==> src/rtl/craps_pkg.sv <==
// craps_pkg: shared state encoding, sum width, dice limits and roll-outcome constants
package craps_pkg;
  localparam int SUM_W = 4;
  typedef enum logic [1:0] {COME_OUT = 2'b00, POINT = 2'b01, WIN = 2'b10, LOSE = 2'b11} state_t;
  localparam logic [SUM_W-1:0] NATURAL_7 = 4'd7;
  localparam logic [SUM_W-1:0] YO_11 = 4'd11;
  localparam logic [SUM_W-1:0] CRAPS_2 = 4'd2;
  localparam logic [SUM_W-1:0] CRAPS_3 = 4'd3;
  localparam logic [SUM_W-1:0] CRAPS_12 = 4'd12;
  localparam logic [2:0] DIE_MIN = 3'd1;
  localparam logic [2:0] DIE_MAX = 3'd6;
  function automatic logic die_ok(input logic [2:0] d);
    return d >= DIE_MIN && d <= DIE_MAX;
  endfunction
endpackage

==> src/rtl/craps_ctrl_sat_counter.sv <==
// sat_counter: clearable up-counter that sticks at all-ones
module sat_counter #(
  parameter int W = 8
) (
  input  logic         clk,
  input  logic         rst,
  input  logic         clr,
  input  logic         inc,
  output logic [W-1:0] q
);
  // clear wins over increment; increment stops at all-ones
  always_ff @(posedge clk or negedge rst)
    if (!rst) q <= '0;
    else if (clr) q <= '0;
    else if (inc && !(&q)) q <= q + 1'b1;
endmodule

==> src/rtl/craps_ctrl.sv <==
// craps_ctrl: roll edge detect, dice capture and craps game FSM with saturating tallies
module craps_ctrl
  import craps_pkg::*;
#(
  parameter int CNT_W = 8
) (
  input  logic             clk,
  input  logic             rst,
  input  logic [2:0]       dice1_in,
  input  logic [2:0]       dice2_in,
  input  logic             roll,
  input  logic             new_game,
  output logic [SUM_W-1:0] sum,
  output logic [SUM_W-1:0] point,
  output logic [1:0]       state,
  output logic             win,
  output logic             lose,
  output logic             dice_err,
  output logic [CNT_W-1:0] roll_cnt,
  output logic [CNT_W-1:0] win_cnt,
  output logic [CNT_W-1:0] loss_cnt
);
  state_t st, rolled, nxt;
  logic roll_q, roll_evt, take, acc, err;
  logic [SUM_W-1:0] s;
  assign s = SUM_W'(dice1_in) + SUM_W'(dice2_in);
  assign roll_evt = roll & ~roll_q;
  assign take = roll_evt & ~new_game & (st == COME_OUT || st == POINT);
  assign acc = take & die_ok(dice1_in) & die_ok(dice2_in);
  assign err = take & ~acc;
  assign state = st;
  // outcome of an accepted roll, then new_game priority over the roll
  always_comb begin
    rolled = st == COME_OUT
      ? ((s == NATURAL_7 || s == YO_11) ? WIN : (s == CRAPS_2 || s == CRAPS_3 || s == CRAPS_12) ? LOSE : POINT)
      : (s == point ? WIN : s == NATURAL_7 ? LOSE : POINT);
    nxt = new_game ? COME_OUT : acc ? rolled : st;
  end
  // game FSM with registered win/lose decode, sum/point capture and error pulse
  always_ff @(posedge clk or negedge rst)
    if (!rst) begin
      st <= COME_OUT;
      roll_q <= 1'b0;
      sum <= '0;
      point <= '0;
      dice_err <= 1'b0;
      win <= 1'b0;
      lose <= 1'b0;
    end else begin
      roll_q <= roll;
      st <= nxt;
      win <= nxt == WIN;
      lose <= nxt == LOSE;
      dice_err <= err;
      if (new_game) begin
        sum <= '0;
        point <= '0;
      end else if (acc) begin
        sum <= s;
        if (st == COME_OUT && rolled == POINT) point <= s;
      end
    end
  sat_counter #(.W(CNT_W)) u_roll_cnt (.clk(clk), .rst(rst), .clr(new_game), .inc(acc), .q(roll_cnt));
  sat_counter #(.W(CNT_W)) u_win_cnt (.clk(clk), .rst(rst), .clr(1'b0), .inc(acc && rolled == WIN), .q(win_cnt));
  sat_counter #(.W(CNT_W)) u_loss_cnt (.clk(clk), .rst(rst), .clr(1'b0), .inc(acc && rolled == LOSE), .q(loss_cnt));
endmodule

==> config.mk <==
export PLATFORM = sky130hd
export DESIGN_NAME = craps_ctrl
export DESIGN_NICKNAME = d
export VERILOG_FILES = /design/src/rtl/craps_pkg.sv /design/src/rtl/craps_ctrl_sat_counter.sv /design/src/rtl/craps_ctrl.sv
export SDC_FILE = /design/constraint.sdc
export NUM_CORES = 1
export LEC_CHECK = 0
export BUFFER_PORTS_ARGS = -buffer_cell sky130_fd_sc_hd__buf_4
export CAP_MARGIN = 15
export CELL_PAD_IN_SITES_DETAIL_PLACEMENT = 1
export CELL_PAD_IN_SITES_GLOBAL_PLACEMENT = 2
export CORE_MARGIN = 5
export CORE_UTILIZATION = 38
export DETAILED_ROUTE_END_ITERATION = 7
export GPL_TIMING_DRIVEN = 0
export PLACE_DENSITY_LB_ADDON = 0.1
export SYNTH_ARGS = -nofsm -noshare
export SYNTH_HDL_FRONTEND = slang
export SYNTH_HIERARCHICAL = 1
export SYNTH_SLANG_ARGS = --single-unit
==> constraint.sdc <==
create_clock -name clk -period 5.5 [get_ports clk]
set_input_delay 0.825 -clock clk [delete_from_list [all_inputs] [get_ports clk]]
set_output_delay 0.825 -clock clk [all_outputs]
set_load 0.02 [all_outputs]
Word-level counts from Yosys, hierarchy flattened
Index checks and enable logic that the tools add are counted.

Register bits: 38. Bits of input ports: 10. Output and inout port bits: 37. Logic and storage cells: 76.

Mux-type cells: 14. Bitwise logic cells: 9. Reduce and logical (&&, ||, !) cells: 23. Order comparisons: 4. Add/subtract/negate cells: 4. Equality and inequality tests: 12.

Operators by type and width (count): adder 8 x 1 -> 8 bit, second input constant (3); AND reduction 8 bit (3); 2-to-1 mux 4 bit (5); 2-to-1 mux 8 bit (2); 2-to-1 mux 2 bit (7); == test 2 bit, second input constant (4); == test 4 x 2 -> 1 bit, second input constant (2); == test 4 bit, second input constant (2); logical AND 1 bit (8); bitwise AND 1 bit (6); >= comparator 3 x 1 -> 1 bit, second input constant (2); less-or-equal comparator 3 bit, second input constant (2); nonzero test 2 bit (3); adder 3 x 3 -> 4 bit (1); == test 2 x 1 -> 1 bit, second input constant (2); == test 4 x 3 -> 1 bit, second input constant (1); == test 4 bit (1); logical OR 1 bit (4); zero test 1 bit (3); NOT 1 bit (3); zero test 2 bit (1); AND reduction 2 bit (1).

Depth between registers and ports, before layout
Gate-level depths: netlist of the first run.

Depth after elaboration: 12. Gate-level depth with buffers: 10. Depth with buffers taken out: 10.

By module
Netlist of the first run, hierarchy kept.

By module, submodules not included: sat_counter (area an instance 505.5 um2, cells an instance 47, instances 3, sequential area each 200.2 um2); craps_ctrl (area an instance 909.6 um2, cells an instance 88, instances 1, sequential area each 350.3 um2).

Least setup slack after synthesis of the first run
No wires, ideal clock.

Path type: input to register. Start: input dice1_in[0]. End: register u_win_cnt.q[5]. Library setup time: 0.125 ns. Data required time: 5.375 ns. Buffers on the path: 0. Setup slack: 1.951 ns. Arrival: 3.424 ns. Cell stages on the path: 10. Cells stage by stage: ha_1 -> fa_1 -> or2_2 -> o41ai_2 -> a21oi_2 -> a211o_1 -> nor2b_1 -> nand4_1 -> a211oi_2 -> mux2_4.

Longest elaborated chain between the ends: 10. Elaborated cells on any way between the ends: 23. Those cells by class: add/sub (1); order compare (2); eq/ne (7); mux (5); bitwise (2); reduce/logical (6).

Ends and longest elaborated chain: start, declared (line craps_ctrl.sv:9) `input logic [2:0] dice1_in,`; adder 3 x 3 -> 4 bit (line craps_ctrl.sv:26) `assign s = SUM_W'(dice1_in) + SUM_W'(dice2_in);`; == test 4 x 2 -> 1 bit (line craps_ctrl.sv:35) `? ((s == NATURAL_7 || s == YO_11) ? WIN : (s == CRAPS_2 || s == CRAPS_3 || s == CRAPS_12) ? LOSE : POINT)`; logical OR 1 bit (2 in a row) (line craps_ctrl.sv:35); 2-to-1 mux 2 bit (3 in a row) (line craps_ctrl.sv:35); == test 2 bit (line craps_ctrl.sv:64) `sat_counter #(.W(CNT_W)) u_win_cnt (.clk(clk), .rst(rst), .clr(1'b0), .inc(acc && rolled == WIN), .q(win_cnt)) ...`; logical AND 1 bit (*) (line craps_ctrl.sv:64); logical AND 1 bit (*) (line craps_ctrl_sat_counter.sv:15) `else if (inc && !(&q)) q <= q + 1'b1;`; end signal, assigned (line craps_ctrl_sat_counter.sv:15); end, declared (line craps_ctrl_sat_counter.sv:9) `output logic [W-1:0] q`.

Every way passes the cells marked *; elsewhere a longest branch is shown, timed or not. A chain may end at the register's enable or synchronous reset.

Final worst setup path of the first run
Same ends and word-level chain as after synthesis.

==> results_dict.tcl, run 1 <==
set metrics [dict create \
    final-setup-viol-count 0 \
    hold_viol_final 0 \
    post_cts_buffers 0 \
    min_period_over_period 0.6875 \
    p_sw_frac 0.2492 \
    synthToLayoutAreaGrowth_pct 25.17 \
    r2r_cells 7 \
    grt_pass1_vias 2044 \
    drcViolationCount 0 \
    root_buffer "clkbuf_8" \
    finalCriticalPeriod_ns 3.781 \
    die-width_microns 89.90 \
    rows 29 \
    setup_ws_ns 1.719 \
    crit_fanout 6 \
    syn_avg_cell_area_sq_um 10.59 \
    track_usage 0.1490 \
    final_cell_mix "buf_4 (47), dfrtp_1 (38), nor2_1 (17), nor2b_1 (13), mux2_4 (13)" \
    whs_ns 0.4927 \
    finalWirelength_microns 5997 \
    synth-seq-cells 38 \
    crit_arrival_ns 3.96 \
    viasPerCell 5.267 \
    switchingPower_uw 172.6 \
    synth_cell_types 51 \
    first_pass_iters 3 \
    overflow 0 \
    layout.cells.non_filler 367 \
    fmaxAchievable_ghz 0.2645 \
    htreeDepth 2 \
    cts_tree "built" \
    numCtsBuffers 5 \
    ir_drop_mv 0.1269 \
    fillers 736 \
    slew_headroom 0.6615 \
    grt_pass1_wl_microns 10210 \
    slew_violations 0 \
    syn_area_sq_um 2426 \
    core-area_sq_um 6277 \
    synth_top_area_cell "dfrtp_1" \
    io_pins 47 \
    antenna_found_initial 0 \
    power_leakage_nw 1.374 \
    status "completed" \
    worstSetupPathType "primary input to flop" \
    p_seq_frac 0.420 \
    p_int_uw 520.0 \
    ant_nets 0 \
    hp-class "primary input to asynchronous set/reset pin" \
    drive_above_1_share 0.3379 \
    grt_max_degree 39 \
    gp_congestion 0.7125 \
    drv_cap 0 \
    cts_resized 0 \
    via_count 1933 \
    comb_power_share 0.143 \
    pre_cts_ws_ns 1.420 \
    placed_cells 359 \
    netlist_top_cells_area "dfrtp_1 (39%), mux2_4 (8.0%), nor2b_1 (3.4%)" \
    cts_hold_buf 0 \
    tns_ns 0 \
    clock_sinks 38 \
    netlist_instances 229 \
    antenna_cells 0 \
    final_common_cell "buf_4" \
    fp.dieH_microns 89.90 \
    clock_skew_ns 0.008279 \
    clkTransAtPathRegs_ns 0.09 \
    start_util 0.3865 \
    cts_max_path_buffers 2 \
    worstSetupStartpointType "primary input" \
    power.share.clock 0.438 \
    fin_util 0.4838 \
    end_kind "flop" \
    tightest_slew_ns 0.5077 \
    grt_setup_unrepaired "false" \
    dieArea_sq_um 8082 \
    ys_seq_area_frac 0.3920 \
    clock_latency_ns 0.29 \
    place_hpwl_microns 4281 \
    nets 306 \
    power_density_nw_per_um2 228.1 \
    synth_top_area_frac 0.3920 \
    cp.required_ns 5.68 \
    io_buffers 46 \
    routedWlPerCell_microns 16.34 \
    yosysWarnings 6 \
    drt-initial-drc-count 27 \
]
-- per-layer routing --
layer,vias up,track usage,share of wire
met3,5,0.04007,0.035
met1,945,0.2041,0.50
met2,28,0.2390,0.45
met4,0,0.02605,0.0078
li1,955,-,-
met5,-,0,0
-- state kept, by name, indices dropped and copies added (netlist names) --
name and cells:
u_roll_cnt/q 8, point 4, lose 1, roll_q 1, u_win_cnt/q 8, win 1
u_loss_cnt/q 8, state 2, sum 4, dice_err 1
-- critical path, stage by stage --
cell and delay, ns:
buf_4 0.12, ha_1 0.24, fa_1 0.47, xnor2_2 0.37, xor2_1 0.18, o2111ai_1 0.21, o22ai_1 0.34, nor2b_1 0.40
nand4_1 0.21, a211oi_2 0.28, mux2_4 0.32
-- path summary, 6_finish.rpt --
check,from,endpoint,slack [ns]
worst max-delay path,dice1_in[0],u_win_cnt/q[5]$_DFFE_PN0P_,1.72
worst min-delay path,rst,u_roll_cnt/q[6]$_DFFE_PN0P_,0.49
worst max register to register,state[1]$_DFF_PN0_,u_win_cnt/q[5]$_DFFE_PN0P_,2.73
worst min register to register,sum[2]$_DFFE_PN0P_,sum[2]$_DFFE_PN0P_,0.53
max in group asynchronous,rst,u_loss_cnt/q[2]$_DFFE_PN0P_,4.64
min in group clk,sum[2]$_DFFE_PN0P_,sum[2]$_DFFE_PN0P_,0.53
-- cell type report --
class | instances | area, sq um | share of cell area
inverters | 3 | 11.26 | 0.003708
repair buffers | 46 | 345.3 | 0.1137
clock inverters | 2 | 60.06 | 0.01978
flip-flops and latches | 38 | 950.9 | 0.3131
plain buffers | 10 | 78.83 | 0.02596
multi-input cells | 185 | 1411 | 0.4648
clock buffers | 6 | 82.58 | 0.02719
well taps | 77 | 96.34 | 0.03173
-- power groups by stage --
stage	registers, mW	logic (mW)	clock network [mW]
3_5_place_dp	0.296	0.0993	0
3_3_place_gp	0.296	0.0979	0
6_report	0.291	0.0988	0.303
4_1_cts	0.291	0.100	0.310
5_1_grt	0.292	0.110	0.321
2_1_floorplan	0.302	0.0567	0
-- cell usage after synthesis, drive strengths merged --
library cell and instances:
and4 6, maj3 1, nand3b 3, inv 3
a41oi 3, o41ai 1, o221ai 1, xnor2 3
a311oi 3, clkbuf 4, o22ai 2, and2 2
xor2 2, and2b 1, and3 7, a211o 1
buf 6, nor2b 13, ha 6, nand2 12
nand3 5, a31oi 1, or3 1, o2111ai 1
a21boi 6, fa 1, a21o 1, nor3 4
or2 1, conb 1, dfrtp 38, mux2i 7
nor4b 1, nand2b 11, nand4 7, a211oi 8
nor2 17, nor4bb 3, mux2 13, o21ai 4
a21oi 16, nor3b 1, o2bb2ai 1
-- per-stage QoR --
stage	area, sq um	total power [mW]
after floorplan	2452	0.3588
after CTS	3037	0.7003
after global placement	2894	0.3941
after detailed placement	2894	0.3955
after global routing	3037	0.7226
final	3037	0.6926
-- cell families after synthesis --
kind of cell / count (synthesis) / synth area share
simple gates: 95 / 0.2326
compound gates: 49 / 0.1625
flops: 38 / 0.3920
mux: 20 / 0.1093
buf+inv: 13 / 0.03713
fa+ha+maj: 8 / 0.04384
xor+xnor: 5 / 0.02115
other cells: 1 / 0.001546
(Power assumes the default switching activity.)
==> run 2: changes to the inputs <==
--- a/config.mk
+++ b/config.mk
@@ -10,7 +10,7 @@
 export CELL_PAD_IN_SITES_DETAIL_PLACEMENT = 1
 export CELL_PAD_IN_SITES_GLOBAL_PLACEMENT = 2
 export CORE_MARGIN = 5
-export CORE_UTILIZATION = 38
+export CORE_UTILIZATION = 35
 export DETAILED_ROUTE_END_ITERATION = 7
 export GPL_TIMING_DRIVEN = 0
 export PLACE_DENSITY_LB_ADDON = 0.1
==> constraint.sdc (replaced) <==
create_clock -name clk -period 3.5 [get_ports clk]
set_input_delay 0.525 -clock clk [delete_from_list [all_inputs] [get_ports clk]]
set_output_delay 0.525 -clock clk [all_outputs]
set_load 0.02 [all_outputs]
==> results_dict.tcl, run 2 (synthesis results as in run 1) <==
set metrics [dict create \
    status "completed" \
    io_buffers 46 \
    pre_cts_ws_ns -0.3391 \
    seqCellArea_sq_um 950.9 \
    clkTransAtPathRegs_ns 0.08 \
    ir_drop_mv 0.1276 \
    crit_family "compound AO/OA/AOI/OAI gates" \
    drv_cap 0 \
    drt-initial-drc-count 22 \
    postPlaceCellArea_sq_um 2898 \
    die-width_microns 93.26 \
    rows 30 \
    largest_registers "u_loss_cnt/q x8, u_roll_cnt/q x8, u_win_cnt/q x8" \
    fillers 762 \
    root_buffer "clkbuf_8" \
    overflow 0 \
    ant_nets 0 \
    core-area_sq_um 6756 \
    clock_latency_ns 0.29 \
    slew_headroom 0.6551 \
    grt_setup_unrepaired "false" \
    clock_sinks 38 \
    power_density_nw_per_um2 315.1 \
    final_common_cell "buf_4" \
    via_count 1956 \
    worstSetupPathType "primary input to flop" \
    worstSetupStartpointType "primary input" \
    grt_pass1_vias 2031 \
    cts_tree "built" \
    crit_arrival_ns 3.51 \
    setup_ws_ns 0.1769 \
    crit_path_frequent_cell "buf_4" \
    top_layer "met4" \
    final-setup-viol-count 0 \
    drive_above_1_share 0.3527 \
    clock_skew_ns 0.005917 \
    grt_max_degree 39 \
    finalCriticalPeriod_ns 3.323 \
    cts_hold_buf 0 \
    drcViolationCount 0 \
    place_hpwl_microns 4283 \
    power_leakage_nw 1.361 \
    critical-path-slowest-cell "fa_1" \
    wl_met3_microns 192 \
    tightest_slew_ns 0.5174 \
    cts_max_path_buffers 2 \
    htreeDepth 2 \
    met1_length_microns 2887 \
    synthToLayoutAreaGrowth_pct 24.91 \
    first_pass_iters 4 \
    min_period_over_period 0.9495 \
    track_usage 0.1463 \
    numCtsBuffers 5 \
    cp_num_buf_inv 2 \
    gp_congestion 0.7673 \
    viasPerCell 5.258 \
    fp.dieH_microns 93.26 \
    critPathMaxStageDelay_ns 0.51 \
    end_kind "flop" \
    nets 308 \
    io_pins 47 \
    dieArea_sq_um 8697 \
    grt_pass1_wl_microns 10210 \
    routedWlPerCell_microns 16.11 \
    path_cells "buf_4, ha_1, fa_1, xnor2_4, buf_4, o41ai_2, a21oi_2, a211o_1, nor2b_2, nand4_1, a211oi_2, mux2_4" \
    fmaxAchievable_ghz 0.3009 \
    antenna_found_initial 0 \
    hp-class "primary input to asynchronous set/reset pin" \
    hold_viol_final 0 \
    cp.required_ns 3.68 \
    design_area_sq_um 3030 \
    crit_fanout 6 \
    start_util 0.3591 \
    met2_length_microns 2836 \
    finalWirelength_microns 5992 \
    antenna_cells 0 \
    slew_violations 0 \
    final_cell_mix "buf_4 (49), dfrtp_1 (38), nor2_1 (16), mux2_4 (13)" \
    multiInputGateArea_sq_um 1434 \
]
-- run 2: final timing paths --
| kind | start | endpoint | slack (ns) | cells past startpoint |
|---|---|---|---|---|
| worst max-delay path | dice1_in[0] | u_win_cnt/q[5]$_DFFE_PN0P_ | 0.18 | 12 |
| worst min-delay path | rst | u_roll_cnt/q[6]$_DFFE_PN0P_ | 0.19 | 1 |
| worst max register to register | state[1]$_DFF_PN0_ | u_win_cnt/q[5]$_DFFE_PN0P_ | 0.73 | 7 |
| worst min register to register | sum[3]$_DFFE_PN0P_ | sum[3]$_DFFE_PN0P_ | 0.53 | 2 |
| max in group asynchronous | rst | u_win_cnt/q[7]$_DFFE_PN0P_ | 2.94 | 1 |
| min in group clk | roll | roll_q$_DFF_PN0_ | 0.34 | 1 |
-- run 2: final cells by class --
cell class                 instances  share of cell area
clock buffer                       6             0.02725
multi-input combinational        185              0.4732
buffer                            10             0.02601
timing repair buffer              48              0.1189
tap                               80             0.03303
sequential                        38              0.3138
clock inverter                     2            0.004129
inverter                           3            0.003716
-- run 2: through the flow --
stage / total power, mW / std cells / setup TNS [ns] / hold slack, ns / util
floorplan: 0.5638 / 236 / 0 / 0.2294 / -
global placement: 0.6201 / 362 / -1.589 / 0.5059 / 0.4289
detailed placement: 0.6220 / 362 / -1.682 / 0.5128 / 0.4289
CTS: 0.9590 / 370 / 0 / 0.2059 / 0.4433
global route: 1.004 / 372 / 0 / 0.2324 / 0.4485
finish: 0.9548 / 372 / 0 / 0.1896 / 0.4485
-- run 2: layer usage --
metal | up-vias | global-route usage
li1 | 957 | -
met1 | 956 | 0.1979
met2 | 34 | 0.2323
met3 | 9 | 0.03057
met4 | 0 | 0.04762
met5 | - | 0
-- run 2: what timing repair did --
action / 4_1_cts / 5_1_grt
resized for setup: 1 / 3
setup buffers: 0 / 2
pin swaps: 0 / 1
endpoints found under the setup margin: 1 / 5
-- run 2: where the power goes --
part	switching (mW)	internal, mW
clock network	0.171	0.159
logic	0.0944	0.0733
registers	0.00908	0.448
total	0.275	0.680
-- run 2: worst register-to-register path, cell delays in order, from the launching register on --
cell	delay (ns)
dfrtp_1	0.45
nor4b_2	0.47
nand4_2	0.33
a211o_1	0.39
nor2b_2	0.24
nand4_1	0.18
a211oi_2	0.28
mux2_4	0.32
==> run 3: changes to the inputs <==
--- a/config.mk
+++ b/config.mk
@@ -10,7 +10,7 @@
 export CELL_PAD_IN_SITES_DETAIL_PLACEMENT = 1
 export CELL_PAD_IN_SITES_GLOBAL_PLACEMENT = 2
 export CORE_MARGIN = 5
-export CORE_UTILIZATION = 35
+export CORE_UTILIZATION = 32
 export DETAILED_ROUTE_END_ITERATION = 7
 export GPL_TIMING_DRIVEN = 0
 export PLACE_DENSITY_LB_ADDON = 0.1
==> constraint.sdc (replaced) <==
create_clock -name clk -period 2.96 [get_ports clk]
set_input_delay 0.444 -clock clk [delete_from_list [all_inputs] [get_ports clk]]
set_output_delay 0.444 -clock clk [all_outputs]
set_load 0.02 [all_outputs]
==> results_dict.tcl, run 3 (synthesis results as in run 1) <==
set metrics [dict create \
    p_sw_frac 0.2760 \
    io_buffers 46 \
    overflow 0 \
    r2r_cells 8 \
    antenna_found_initial 0 \
    p_int_uw 882.8 \
    rows 31 \
    grt_pass1_vias 2131 \
    ant_nets 0 \
    start_util 0.3309 \
    power.share.clock 0.373 \
    power_leakage_nw 1.422 \
    drive_above_1_share 0.3779 \
    power_density_nw_per_um2 381.9 \
    numCtsBuffers 5 \
    first_pass_iters 3 \
    clock_latency_ns 0.30 \
    largest_registers "u_loss_cnt/q x8, u_roll_cnt/q x8, u_win_cnt/q x8" \
    antenna_cells 0 \
    htreeDepth 2 \
    viasPerCell 5.010 \
    place_hpwl_microns 4407 \
    clkTransAtPathRegs_ns 0.09 \
    switchingPower_uw 336.6 \
    end_kind "flop" \
    power.total_mw 1.219 \
    finalCriticalPeriod_ns 2.926 \
    final_cell_mix "buf_4 (53), dfrtp_1 (38), nor2_1 (16), mux2_4 (13)" \
    crit_arrival_ns 3.10 \
    fillers 825 \
    worstReg2RegStart "state[1]$_DFF_PN0_" \
    hp-class "primary input to asynchronous set/reset pin" \
    r2r_end "u_win_cnt/q[6]$_DFFE_PN0P_" \
    finalWirelength_microns 6292 \
    root_buffer "clkbuf_8" \
    track_usage 0.1355 \
    grt_pass1_wl_microns 10680 \
    tightest_slew_ns 0.5199 \
    clock_skew_ns 0.009423 \
    grt_max_degree 39 \
    synthToLayoutAreaGrowth_pct 31.61 \
    p_seq_frac 0.443 \
    die-width_microns 97.07 \
    routedWlPerCell_microns 15.81 \
    nets 315 \
    crit_fanout 5 \
    cts_max_path_buffers 2 \
    whs_ns 0.1157 \
    ir_drop_mv 0.1430 \
    worstSetupPathType "primary input to flop" \
    core-area_sq_um 7331 \
    cts_hold_buf 0 \
    fmaxAchievable_ghz 0.3418 \
    r2r_setup_slack_ns 0.43 \
    drv_cap 0 \
    comb_power_share 0.184 \
    slew_violations 0 \
    gp_congestion 0.7259 \
    hold_viol_final 0 \
    postPlaceCellArea_sq_um 2962 \
    slew_headroom 0.6534 \
    dieArea_sq_um 9423 \
    cts_tree "built" \
    worstSetupStartpointType "primary input" \
    cp.required_ns 3.14 \
    grt_setup_unrepaired "true" \
    final_common_cell "buf_4" \
    final-setup-viol-count 0 \
    drt-initial-drc-count 28 \
    fp.dieH_microns 97.07 \
    io_pins 47 \
    clock_sinks 38 \
    min_period_over_period 0.9884 \
    drcViolationCount 0 \
    status "completed" \
    via_count 1994 \
    design_area_sq_um 3193 \
]
-- run 3: cell count changes in the layout (fill, tap and decap cells not counted), sizes merged --
cell,previous run,this run
buf,54,61
bufinv,0,1
clkbuf,10,9
clkinv,1,2
clkinvlp,1,0
-- run 3: power groups by stage --
stage               logic [mW]  registers (mW)  clock network, mW
floorplan                0.116           0.561                  0
global placement         0.195           0.551                  0
detailed placement       0.197           0.551                  0
CTS                      0.207           0.541              0.476
global route             0.247           0.543              0.491
finish                   0.225           0.540              0.454
-- run 3: layer usage --
layer / wire [microns] / global-route usage
met1: 2929 / 0.1747
met2: 3093 / 0.2251
met3: 204 / 0.03661
met4: 66 / 0.03348
met5: 0 / 0
-- run 3: area by class of cell --
| class | instances | area (sq um) | area share |
|---|---|---|---|
| repair buffers | 55 | 431.7 | 0.1352 |
| plain buffers | 10 | 78.83 | 0.02469 |
| inverters | 3 | 11.26 | 0.003527 |
| clock inverters | 3 | 40.04 | 0.01254 |
| flip-flops and latches | 38 | 950.9 | 0.2978 |
| well taps | 99 | 123.9 | 0.03879 |
| clock buffers | 5 | 68.82 | 0.02155 |
| multi-input cells | 185 | 1488 | 0.4659 |
-- run 3: through the flow --
step	util	TNS (ns)	cells	worst slack, ns
floorplan	-	-0.00009992	236	-0.00009992
finish	0.4356	0	398	0.03434
CTS	0.4253	0	394	0.02501
global route	0.4356	-0.1245	398	-0.04752
global placement	0.4040	-4.447	381	-0.4791
detailed placement	0.4040	-4.459	381	-0.4621
-- run 3: worst max-delay path by stage --
stage | from | endpoint | slack (ns) | depth (start not counted)
after floorplan | dice1_in[0] | u_win_cnt/q[5]$_DFFE_PN0P_ | -0.0001 | 10
after global placement | dice1_in[0] | u_win_cnt/q[5]$_DFFE_PN0P_ | -0.48 | 11
after detailed placement | dice1_in[0] | u_win_cnt/q[5]$_DFFE_PN0P_ | -0.46 | 11
after CTS | dice1_in[0] | u_win_cnt/q[5]$_DFFE_PN0P_ | 0.03 | 11
after global routing | dice1_in[0] | u_win_cnt/q[6]$_DFFE_PN0P_ | -0.05 | 13
final | dice2_in[0] | u_win_cnt/q[6]$_DFFE_PN0P_ | 0.03 | 12
-- run 3: repair_timing --
item                       CTS  global route
setup endpoints to repair    6             4
resized for setup            2             8
gates cloned                 0             0
setup buffers                5             4
pin swaps                    4             7
-- run 3: critical path, cell delays in order --
cell	delay, ns
buf_8	0.10
ha_4	0.16
fa_2	0.57
buf_4	0.13
xnor2_1	0.11
o2111ai_1	0.24
a211o_1	0.45
nor2b_4	0.15
buf_4	0.14
and3_1	0.22
nor4bb_4	0.31
nor3_1	0.08
